`src/rtl/adc_pkg.sv`:
```
// Shared ADC-interface definitions: frame-alignment state encoding and the
// expected FCO word.
package adc_pkg;

  typedef enum logic [2:0] {
    ST_IDLE,
    ST_SETTLE,
    ST_CHECK,
    ST_SLIP,
    ST_LOCKED,
    ST_FAIL
  } align_state_t;

  localparam logic [7:0] FCO_PATTERN = 8'hF0;

endpackage

```
`src/rtl/frame_align_ctrl.sv`:
```
// Frame alignment controller: issues bitslip pulses until the deserialized FCO
// word matches PATTERN, then monitors lock and realigns after repeated misses.
module frame_align_ctrl
  import adc_pkg::*;
#(
  parameter logic [7:0]  PATTERN      = FCO_PATTERN,
  parameter int unsigned SETTLE_CYC   = 4,
  parameter int unsigned LOCK_MATCHES = 16,
  parameter int unsigned MISS_LIMIT   = 4,
  parameter int unsigned MAX_SLIPS    = 8
) (
  input  logic       CLKDIV,
  input  logic       RST,
  input  logic       en,
  input  logic [7:0] frm_data,
  output logic       bitslip,
  output logic       locked,
  output logic       align_fail,
  output logic [3:0] slip_cnt,
  output logic [7:0] relock_cnt
);

  localparam int unsigned SW = $clog2(SETTLE_CYC + 1);
  localparam int unsigned MW = $clog2(LOCK_MATCHES + 1);
  localparam int unsigned XW = $clog2(MISS_LIMIT + 1);

  localparam logic [SW-1:0] SETTLE_LAST = SW'(SETTLE_CYC - 1);
  localparam logic [MW-1:0] MATCH_LAST  = MW'(LOCK_MATCHES - 1);
  localparam logic [XW-1:0] MISS_LAST   = XW'(MISS_LIMIT - 1);
  localparam logic [3:0]    SLIP_MAX    = 4'(MAX_SLIPS);

  align_state_t  state, state_n;
  logic [SW-1:0] settle_cnt, settle_n;
  logic [MW-1:0] match_cnt, match_n;
  logic [XW-1:0] miss_cnt, miss_n;
  logic [3:0]    slip_n;
  logic [7:0]    relock_n;
  logic          match;

  assign match = (frm_data == PATTERN);

  always_comb begin
    state_n  = state;
    settle_n = settle_cnt;
    match_n  = match_cnt;
    miss_n   = miss_cnt;
    slip_n   = slip_cnt;
    relock_n = relock_cnt;
    if (!en) begin
      state_n = ST_IDLE;
    end else begin
      unique case (state)
        ST_IDLE: begin
          state_n  = ST_SETTLE;
          slip_n   = '0;
          settle_n = '0;
          match_n  = '0;
          miss_n   = '0;
        end
        ST_SETTLE: begin
          if (settle_cnt == SETTLE_LAST) begin
            state_n  = ST_CHECK;
            settle_n = '0;
          end else begin
            settle_n = settle_cnt + 1'b1;
          end
        end
        ST_CHECK: begin
          if (match) begin
            match_n = match_cnt + 1'b1;
            if (match_cnt == MATCH_LAST) begin
              state_n = ST_LOCKED;
              miss_n  = '0;
            end
          end else begin
            match_n = '0;
            // slip_cnt counts the pulse being issued, so it tops out at MAX_SLIPS
            if (slip_cnt < SLIP_MAX) begin
              state_n = ST_SLIP;
              slip_n  = slip_cnt + 1'b1;
            end else begin
              state_n = ST_FAIL;
            end
          end
        end
        ST_SLIP: begin
          state_n  = ST_SETTLE;
          settle_n = '0;
        end
        ST_LOCKED: begin
          if (match) begin
            miss_n = '0;
          end else if (miss_cnt == MISS_LAST) begin
            state_n  = ST_SETTLE;
            miss_n   = '0;
            settle_n = '0;
            match_n  = '0;
            slip_n   = '0;
            if (relock_cnt != '1) relock_n = relock_cnt + 1'b1;
          end else begin
            miss_n = miss_cnt + 1'b1;
          end
        end
        ST_FAIL: ;
        default: state_n = ST_IDLE;
      endcase
    end
  end

  // Status outputs are registered from the next state so they change on the
  // same edge as the state itself.
  always_ff @(posedge CLKDIV or posedge RST) begin
    if (RST) begin
      state      <= ST_IDLE;
      settle_cnt <= '0;
      match_cnt  <= '0;
      miss_cnt   <= '0;
      slip_cnt   <= '0;
      relock_cnt <= '0;
      bitslip    <= 1'b0;
      locked     <= 1'b0;
      align_fail <= 1'b0;
    end else begin
      state      <= state_n;
      settle_cnt <= settle_n;
      match_cnt  <= match_n;
      miss_cnt   <= miss_n;
      slip_cnt   <= slip_n;
      relock_cnt <= relock_n;
      bitslip    <= (state_n == ST_SLIP);
      locked     <= (state_n == ST_LOCKED);
      align_fail <= (state_n == ST_FAIL);
    end
  end

endmodule
```
`config.mk`:
```
export PLATFORM = sky130hd
export DESIGN_NAME = frame_align_ctrl
export DESIGN_NICKNAME = d
export VERILOG_FILES = /design/src/rtl/adc_pkg.sv /design/src/rtl/frame_align_ctrl.sv
export SDC_FILE = /design/constraint.sdc
export NUM_CORES = 1
export LEC_CHECK = 0
export ABC_CLOCK_PERIOD_IN_PS = 3700
export CORE_UTILIZATION = 55
export CTS_CLUSTER_SIZE = 12
export DETAILED_ROUTE_END_ITERATION = 16
export PLACE_DENSITY_LB_ADDON = 0.25
export SETUP_SLACK_MARGIN = 0.4
export SYNTH_ARGS = -nofsm -noshare
export SYNTH_HDL_FRONTEND = slang
export SYNTH_SLANG_ARGS = --single-unit
export TNS_END_PERCENT = 30
```
`constraint.sdc`:
```
create_clock -name CLKDIV -period 3.7 [get_ports CLKDIV]
set_input_delay 0.74 -clock CLKDIV [delete_from_list [all_inputs] [get_ports CLKDIV]]
set_output_delay 0.74 -clock CLKDIV [all_outputs]
set_load 0.005 [all_outputs]
```
==> metrics, run 1 <==
Synth Net Count 171; worst reg2reg endpoint relock_cnt[3]; root buf cell clkbuf_4; Hold Crit Depth 1; ANT nets after route 0; largest net degree at the start of global routing 30; Required @ worst endpoint between 3 and 4 ns; Max-cap violations 0; Final Max Slew Viols 0; Cell Area, Synth 0.001553 mm^2; maximum vdd drop roughly 300 uV; Lkg Pwr 0.8734 nW; Final Skew roughly 0.015 ns; die footprint approximately 0.0030 mm^2; Clock Sinks 29; GRT Total Usage 0.2766; Final Power 0.6551 mW; sequential fraction of the synthesis area 0.4674; # IOs 26; area grow syn2layout 23.13%; worst skew pair latency 0.34 ns; Worst EP arrival 2.61 ns; kind of critical path in -> reg; Clock Path Buffers 2; hold_sp relock_cnt[4]; worst reg2reg path depth 6; Setup TNS 0 ns; r2r startpoint miss_cnt[0]; Syn Inst Count between 150 and 200; # nets final 200; synth warn 0; final RePlAce weighted congestion around 0.93; layout cell share with drive strength beyond 1 0.1087; Fillers 192; Main synth FF type dfrtp_1; hold_buf cts 0; HP Class reg -> reg; Synth cell types 45; CP endpoint kind flip-flop; total gr overflow 0; #FFs+latches synth 29; worst slew pin tran roughly 1.1 ns; Setup crit start kind input pin; EDFF count, synth 0; routed via count 1,343; final number of setup-violating endpoints 0; final hold vios 0; relative slew slack 0.2613; Initial Util 0.6048; Worst Hold Endpoint relock_cnt[4]; first-pass GRT wire length 5685 um; Post-CTS Setup Inserts 0; CTS tree built; HPWL after DPL 2669 um; overall routed net length 3672 um; syn avg cell area 10.08 um^2; Post-route DRC 0; initial detailed-routing violation count 38; critical-path maximum fanout 4; CTS buffer count 5; status finished, final reports clean; post_cts resized 0; vias in the first global route 1,261; Max H-tree Level 2; Ant. Diodes 0; fin crit share 0.6317; Via-to-Cell Ratio 6.276; I/O Buffers 25; FF-to-FF setup slack 1.67 ns; first drt pass iteration count 5; area occupied by multi-input gates 787.0 um^2; WL/cell ~17 um; Clk pin slew, worst setup/hold paths roughly 0.10 ns; FFs w/ async S/R, synth 1.000; row count 18; Peak Freq 0.4279 GHz; die width 55.14 um; Die Span Y between 50 and 60 um; initial antenna violation count 0; fin crit period roughly 2.3 ns; register area between 700 and 800 um^2; Power Dens Cells 342.7 mW/mm^2; core area ~0.0026 mm^2; RSZ-0062 raised after global routing no
-- sequential cells by signal, indices dropped and copies added (netlist names) --
signal and cells:
relock_cnt 8, match_cnt 5, slip_cnt 4, miss_cnt 3, settle_cnt 3, state 3, align_fail 1, bitslip 1
locked 1
-- how the worst max path moves through the flow --
stage,startpoint,end,slack (ns),cells past startpoint
2_1_floorplan,frm_data[1],relock_cnt[7],1.63,5
3_3_place_gp,frm_data[1],settle_cnt[2],1.08,6
3_5_place_dp,frm_data[1],settle_cnt[0],1.04,6
4_1_cts,frm_data[1],settle_cnt[0],1.39,6
5_1_grt,frm_data[1],settle_cnt[2],1.29,6
6_report,frm_data[1],settle_cnt[0],1.36,6
-- cells by family after synthesis --
| family | Yosys count | synth area share |
|---|---|---|
| fa+ha+maj | 6 | 0.04835 |
| simple gates | 67 | 0.2522 |
| mux | 6 | 0.04190 |
| buf+inv | 10 | 0.02578 |
| flops | 29 | 0.4674 |
| xor+xnor | 5 | 0.02820 |
| compound gates | 31 | 0.1362 |
-- power by group --
group | total, mW | internal, mW | switching (mW) | leakage [nW]
sequential | 0.329 | 0.322 | 0.00713 | 0.401
clock | 0.276 | 0.161 | 0.114 | 0.0455
combinational | 0.0500 | 0.0229 | 0.0271 | 0.427
-- routing by layer --
metal,GRT usage,part of all wire
met3,0.08743,0.055
met2,0.4618,0.51
met5,0,0
met4,0.1000,0.014
met1,0.3328,0.43
-- area by class of cell --
class / count / share of cell area
inverters: 7 / 0.01374
clock inverters: 1 / 0.01571
well taps: 30 / 0.01963
flip-flops and latches: 29 / 0.3796
clock buffers: 7 / 0.02880
repair buffers: 25 / 0.1309
multi-input cells: 115 / 0.4117
-- cells in the final DEF (no fill, tap or decap), types with 4 or more instances in the layout --
cell | netlist | final
dfrtp_1 | 29 | 29
clkdlybuf4s50_1 | 0 | 25
nand2_1 | 15 | 15
nor2_1 | 10 | 10
inv_1 | 7 | 7
o21ai_0 | 7 | 7
a21oi_1 | 6 | 6
nand3_1 | 6 | 6
ha_1 | 6 | 6
nand4_1 | 5 | 5
clkbuf_4 | 0 | 5
nor2b_1 | 4 | 4
or3_1 | 4 | 4
xnor2_1 | 4 | 4
nor3_1 | 4 | 4
mux2_2 | 4 | 4
-- cells in the mapped netlist (2+ instances only) --
library cell  instances  share of area
a21oi_1               6          0.019
and3_1                3          0.012
dfrtp_1              29           0.47
ha_1                  6          0.048
inv_1                 7          0.017
mux2_2                4          0.029
mux2i_1               2          0.013
nand2_1              15          0.036
nand2b_1              2         0.0081
nand3_1               6          0.019
nand3b_1              2         0.0097
nand4_1               5          0.020
nor2_1               10          0.024
nor2b_1               4          0.016
nor3_1                4          0.013
nor4_1                2         0.0081
o21a_1                2         0.0097
o21ai_0               7          0.023
o21ai_1               3         0.0097
o22a_1                2          0.011
o2bb2ai_1             2          0.011
or2_2                 2         0.0081
or3_1                 4          0.016
xnor2_1               4          0.023
-- worst max-delay path, stage by stage --
cell,delay (ns)
clkdlybuf4s50_1,0.42
or4_4,0.58
o21ai_0,0.45
nand2_1,0.12
nand3_1,0.17
o2bb2ai_1,0.13
-- per-stage QoR --
step	hold slack, ns	setup slack, ns	instances	utilization	area [um^2]
after floorplan	0.4432	1.634	154	-	1553
after global placement	0.4630	1.084	206	0.7115	1827
after detailed placement	0.4705	1.038	206	0.7115	1827
after CTS	0.5046	1.390	214	0.7446	1912
after global routing	0.5386	1.292	214	0.7446	1912
final	0.5209	1.363	214	0.7446	1912
No activity file was read; power rests on OpenSTA's default activity.
==> inputs of run 2 (changes only) <==
--- a/config.mk
+++ b/config.mk
@@ -5,8 +5,8 @@
 export SDC_FILE = /design/constraint.sdc
 export NUM_CORES = 1
 export LEC_CHECK = 0
-export ABC_CLOCK_PERIOD_IN_PS = 3700
-export CORE_UTILIZATION = 55
+export ABC_CLOCK_PERIOD_IN_PS = 2000
+export CORE_UTILIZATION = 47
 export CTS_CLUSTER_SIZE = 12
 export DETAILED_ROUTE_END_ITERATION = 16
 export PLACE_DENSITY_LB_ADDON = 0.25
==> constraint.sdc (replaced) <==
create_clock -name CLKDIV -period 2 [get_ports CLKDIV]
set_input_delay 0.4 -clock CLKDIV [delete_from_list [all_inputs] [get_ports CLKDIV]]
set_output_delay 0.4 -clock CLKDIV [all_outputs]
set_load 0.005 [all_outputs]
==> metrics, run 2 (synthesis gave the netlist of run 1 again) <==
Worst EP arrival 2.00 ns (-0.61 ns); maximum vdd drop 536.2 uV (+77%); relative slew slack 0.7456 (+0.4843); post-route cell area 0.002315 mm^2 (+21%); worst path bufs/invs 1 (unchanged); WL/cell 15.88 um (-7.4%); Final Power 1.323 mW (+100%); # IOs 26 (unchanged); I/O Buffers 25 (unchanged); Final Non-Filler Cells 260 (+21%); Ant. Diodes 0 (unchanged); leading cell type in the layout, fill and taps excluded buf_4; largest net degree at the start of global routing 30 (unchanged); Initial Util 0.5004 (-0.1044); die footprint 0.003537 mm^2 (+16%); Clock Path Buffers 2 (unchanged); fin crit period 1.782 ns; HPWL after DPL 2713 um (+1.6%); r2r startpoint miss_cnt[1]; CP endpoint kind flip-flop; # nets final 232 (+16%); total gr overflow 0 (unchanged); kind of critical path reg -> reg; HP Class in -> async; RSZ-0062 raised after global routing yes; commonest cells after routing, fill and taps aside 31 x buf_4, 26 x dfrtp_1, 16 x clkdlybuf4s50_1; status finished, final reports clean; Max H-tree Level 2 (unchanged); CTS buffer count 5 (unchanged); initial detailed-routing violation count 49 (+29%); critical-path maximum fanout 7 (+3); Largest register FFs 8 (unchanged); Via-to-Cell Ratio 5.592 (-11%); Final Max Slew Viols 0 (unchanged); die width 59.48 um (+7.9%); Final Skew 0.008408 ns (-0.006616 ns); Clock Sinks 29 (unchanged); routed via count 1,454 (+8.3%); worst reg2reg path depth 6 (unchanged); row count 20 (+2); Post-route DRC 0 (unchanged); ANT nets after route 0 (unchanged); layout cell share with drive strength beyond 1 0.3519 (+0.2432); final core occ 0.7460 (+0.001329); vias in the first global route 1,448 (+15%); Cells after DPL 236 (+15%); Lkg Pwr 1.085 nW (+24%); dpl cell area 0.001996 mm^2 (+9.2%); final RePlAce weighted congestion 0.7912 (-15%); crit path cell chain ha_4 > or3b_4 > a21oi_2 > o21ai_1 > buf_4 > a221o_1; Setup TNS 0 ns (unchanged); worst slew pin tran 0.3817 ns (-0.7252 ns); worst skew pair latency 0.33 ns (about the same); core area 0.003103 mm^2 (+21%); worst reg2reg endpoint match_cnt[2]; Power Dens Cells 571.6 mW/mm^2 (+67%); Die Span Y 59.48 um (+7.9%); FF-to-FF setup slack 0.22 ns (-1.45 ns); hold_buf cts 0 (unchanged); area grow syn2layout 49.07%; Setup crit start kind flip-flop; first drt pass iteration count 4 (-1); final number of setup-violating endpoints 0 (unchanged); slowest stage cell, crit path dfrtp_1; most flop-heavy register relock_cnt; Peak Freq approximately 0.56 GHz; first-pass GRT wire length 6555 um (+15%); CTS tree built; Hold WS 0.4394 ns (-0.08148 ns); Max-cap violations 0 (unchanged); root buf cell clkbuf_4; dpl ws -0.2719 ns (-1.310 ns); slowest stage delay, CP 0.40 ns (-0.18 ns); final hold vios 0 (unchanged); Clk pin slew, worst setup/hold paths 0.10 ns (about the same); top cell family by delay on the critical path compound AO/OA/AOI/OAI gates; overall routed net length 4129 um (+12%); Setup WS post-layout 0.2180 ns (-1.145 ns); Required @ worst endpoint 2.21 ns (-1.76 ns); initial antenna violation count 0 (unchanged); Largest regs relock_cnt: 8 flops, match_cnt: 5 flops, slip_cnt: 4 flops; GRT Total Usage 0.2550 (-0.02157); fin crit share 0.8910
[run 2: cell count changes in the layout (fill, tap and decap cells not counted), moves of 2 or more]
cell	delta
buf_2	+3
buf_4	+31
clkdlybuf4s50_1	-9
mux2_4	+3
dfrtp_1	-3
o21ai_0	-3
dlygate4sd2_1	+5
mux2_2	-3
ha_4	+2
dfrtp_2	+3
ha_1	-3
o21ai_2	+2
[run 2: power breakdown]
part	leakage (nW)	total (mW)	internal (mW)	switching (mW)
Sequential	0.397	0.607	0.597	0.0107
Combinational	0.633	0.108	0.0509	0.0575
Clock	0.0552	0.607	0.387	0.221
[run 2: layout make-up]
| class | count | area, um^2 |
|---|---|---|
| clock buffer | 5 | 37.54 |
| clock inverter | 3 | 65.06 |
| fill | 229 | 788.3 |
| inverter | 7 | 26.28 |
| multi-input combinational | 115 | 925.9 |
| sequential | 29 | 729.5 |
| tap | 44 | 55.05 |
| timing repair buffer | 57 | 475.5 |
[run 2: worst register-to-register path: stages, from the launching register on]
cell     delay [ns]
dfrtp_1        0.40
ha_4           0.15
or3b_4         0.40
a21oi_2        0.15
o21ai_1        0.08
buf_4          0.17
a221o_1        0.31
[run 2: per-layer routing]
metal / vias up / wire, um / GRT usage
li1: 685 / - / -
met1: 698 / 1655 / 0.2755
met2: 54 / 2151 / 0.4510
met3: 17 / 194 / 0.06987
met4: 0 / 127 / 0.1327
met5: - / 0 / 0
[run 2: how the worst max path moves through the flow]
stage                      from  cells past startpoint             to
global route        miss_cnt[1]                      6   match_cnt[2]
CTS                    state[1]                      5  relock_cnt[7]
global placement    frm_data[2]                      6         locked
detailed placement  frm_data[2]                      6         locked
floorplan           frm_data[2]                      5  relock_cnt[7]
finish              miss_cnt[1]                      6   match_cnt[2]
[run 2: what timing repair did]
action / in CTS / in global routing
gates cloned: 0 / 0
endpoints found under the hold margin: 0 / 0
endpoints found under the setup margin: 41 / 42
resized for setup: 24 / 23
pin swaps: 10 / 16
setup buffers: 8 / 8
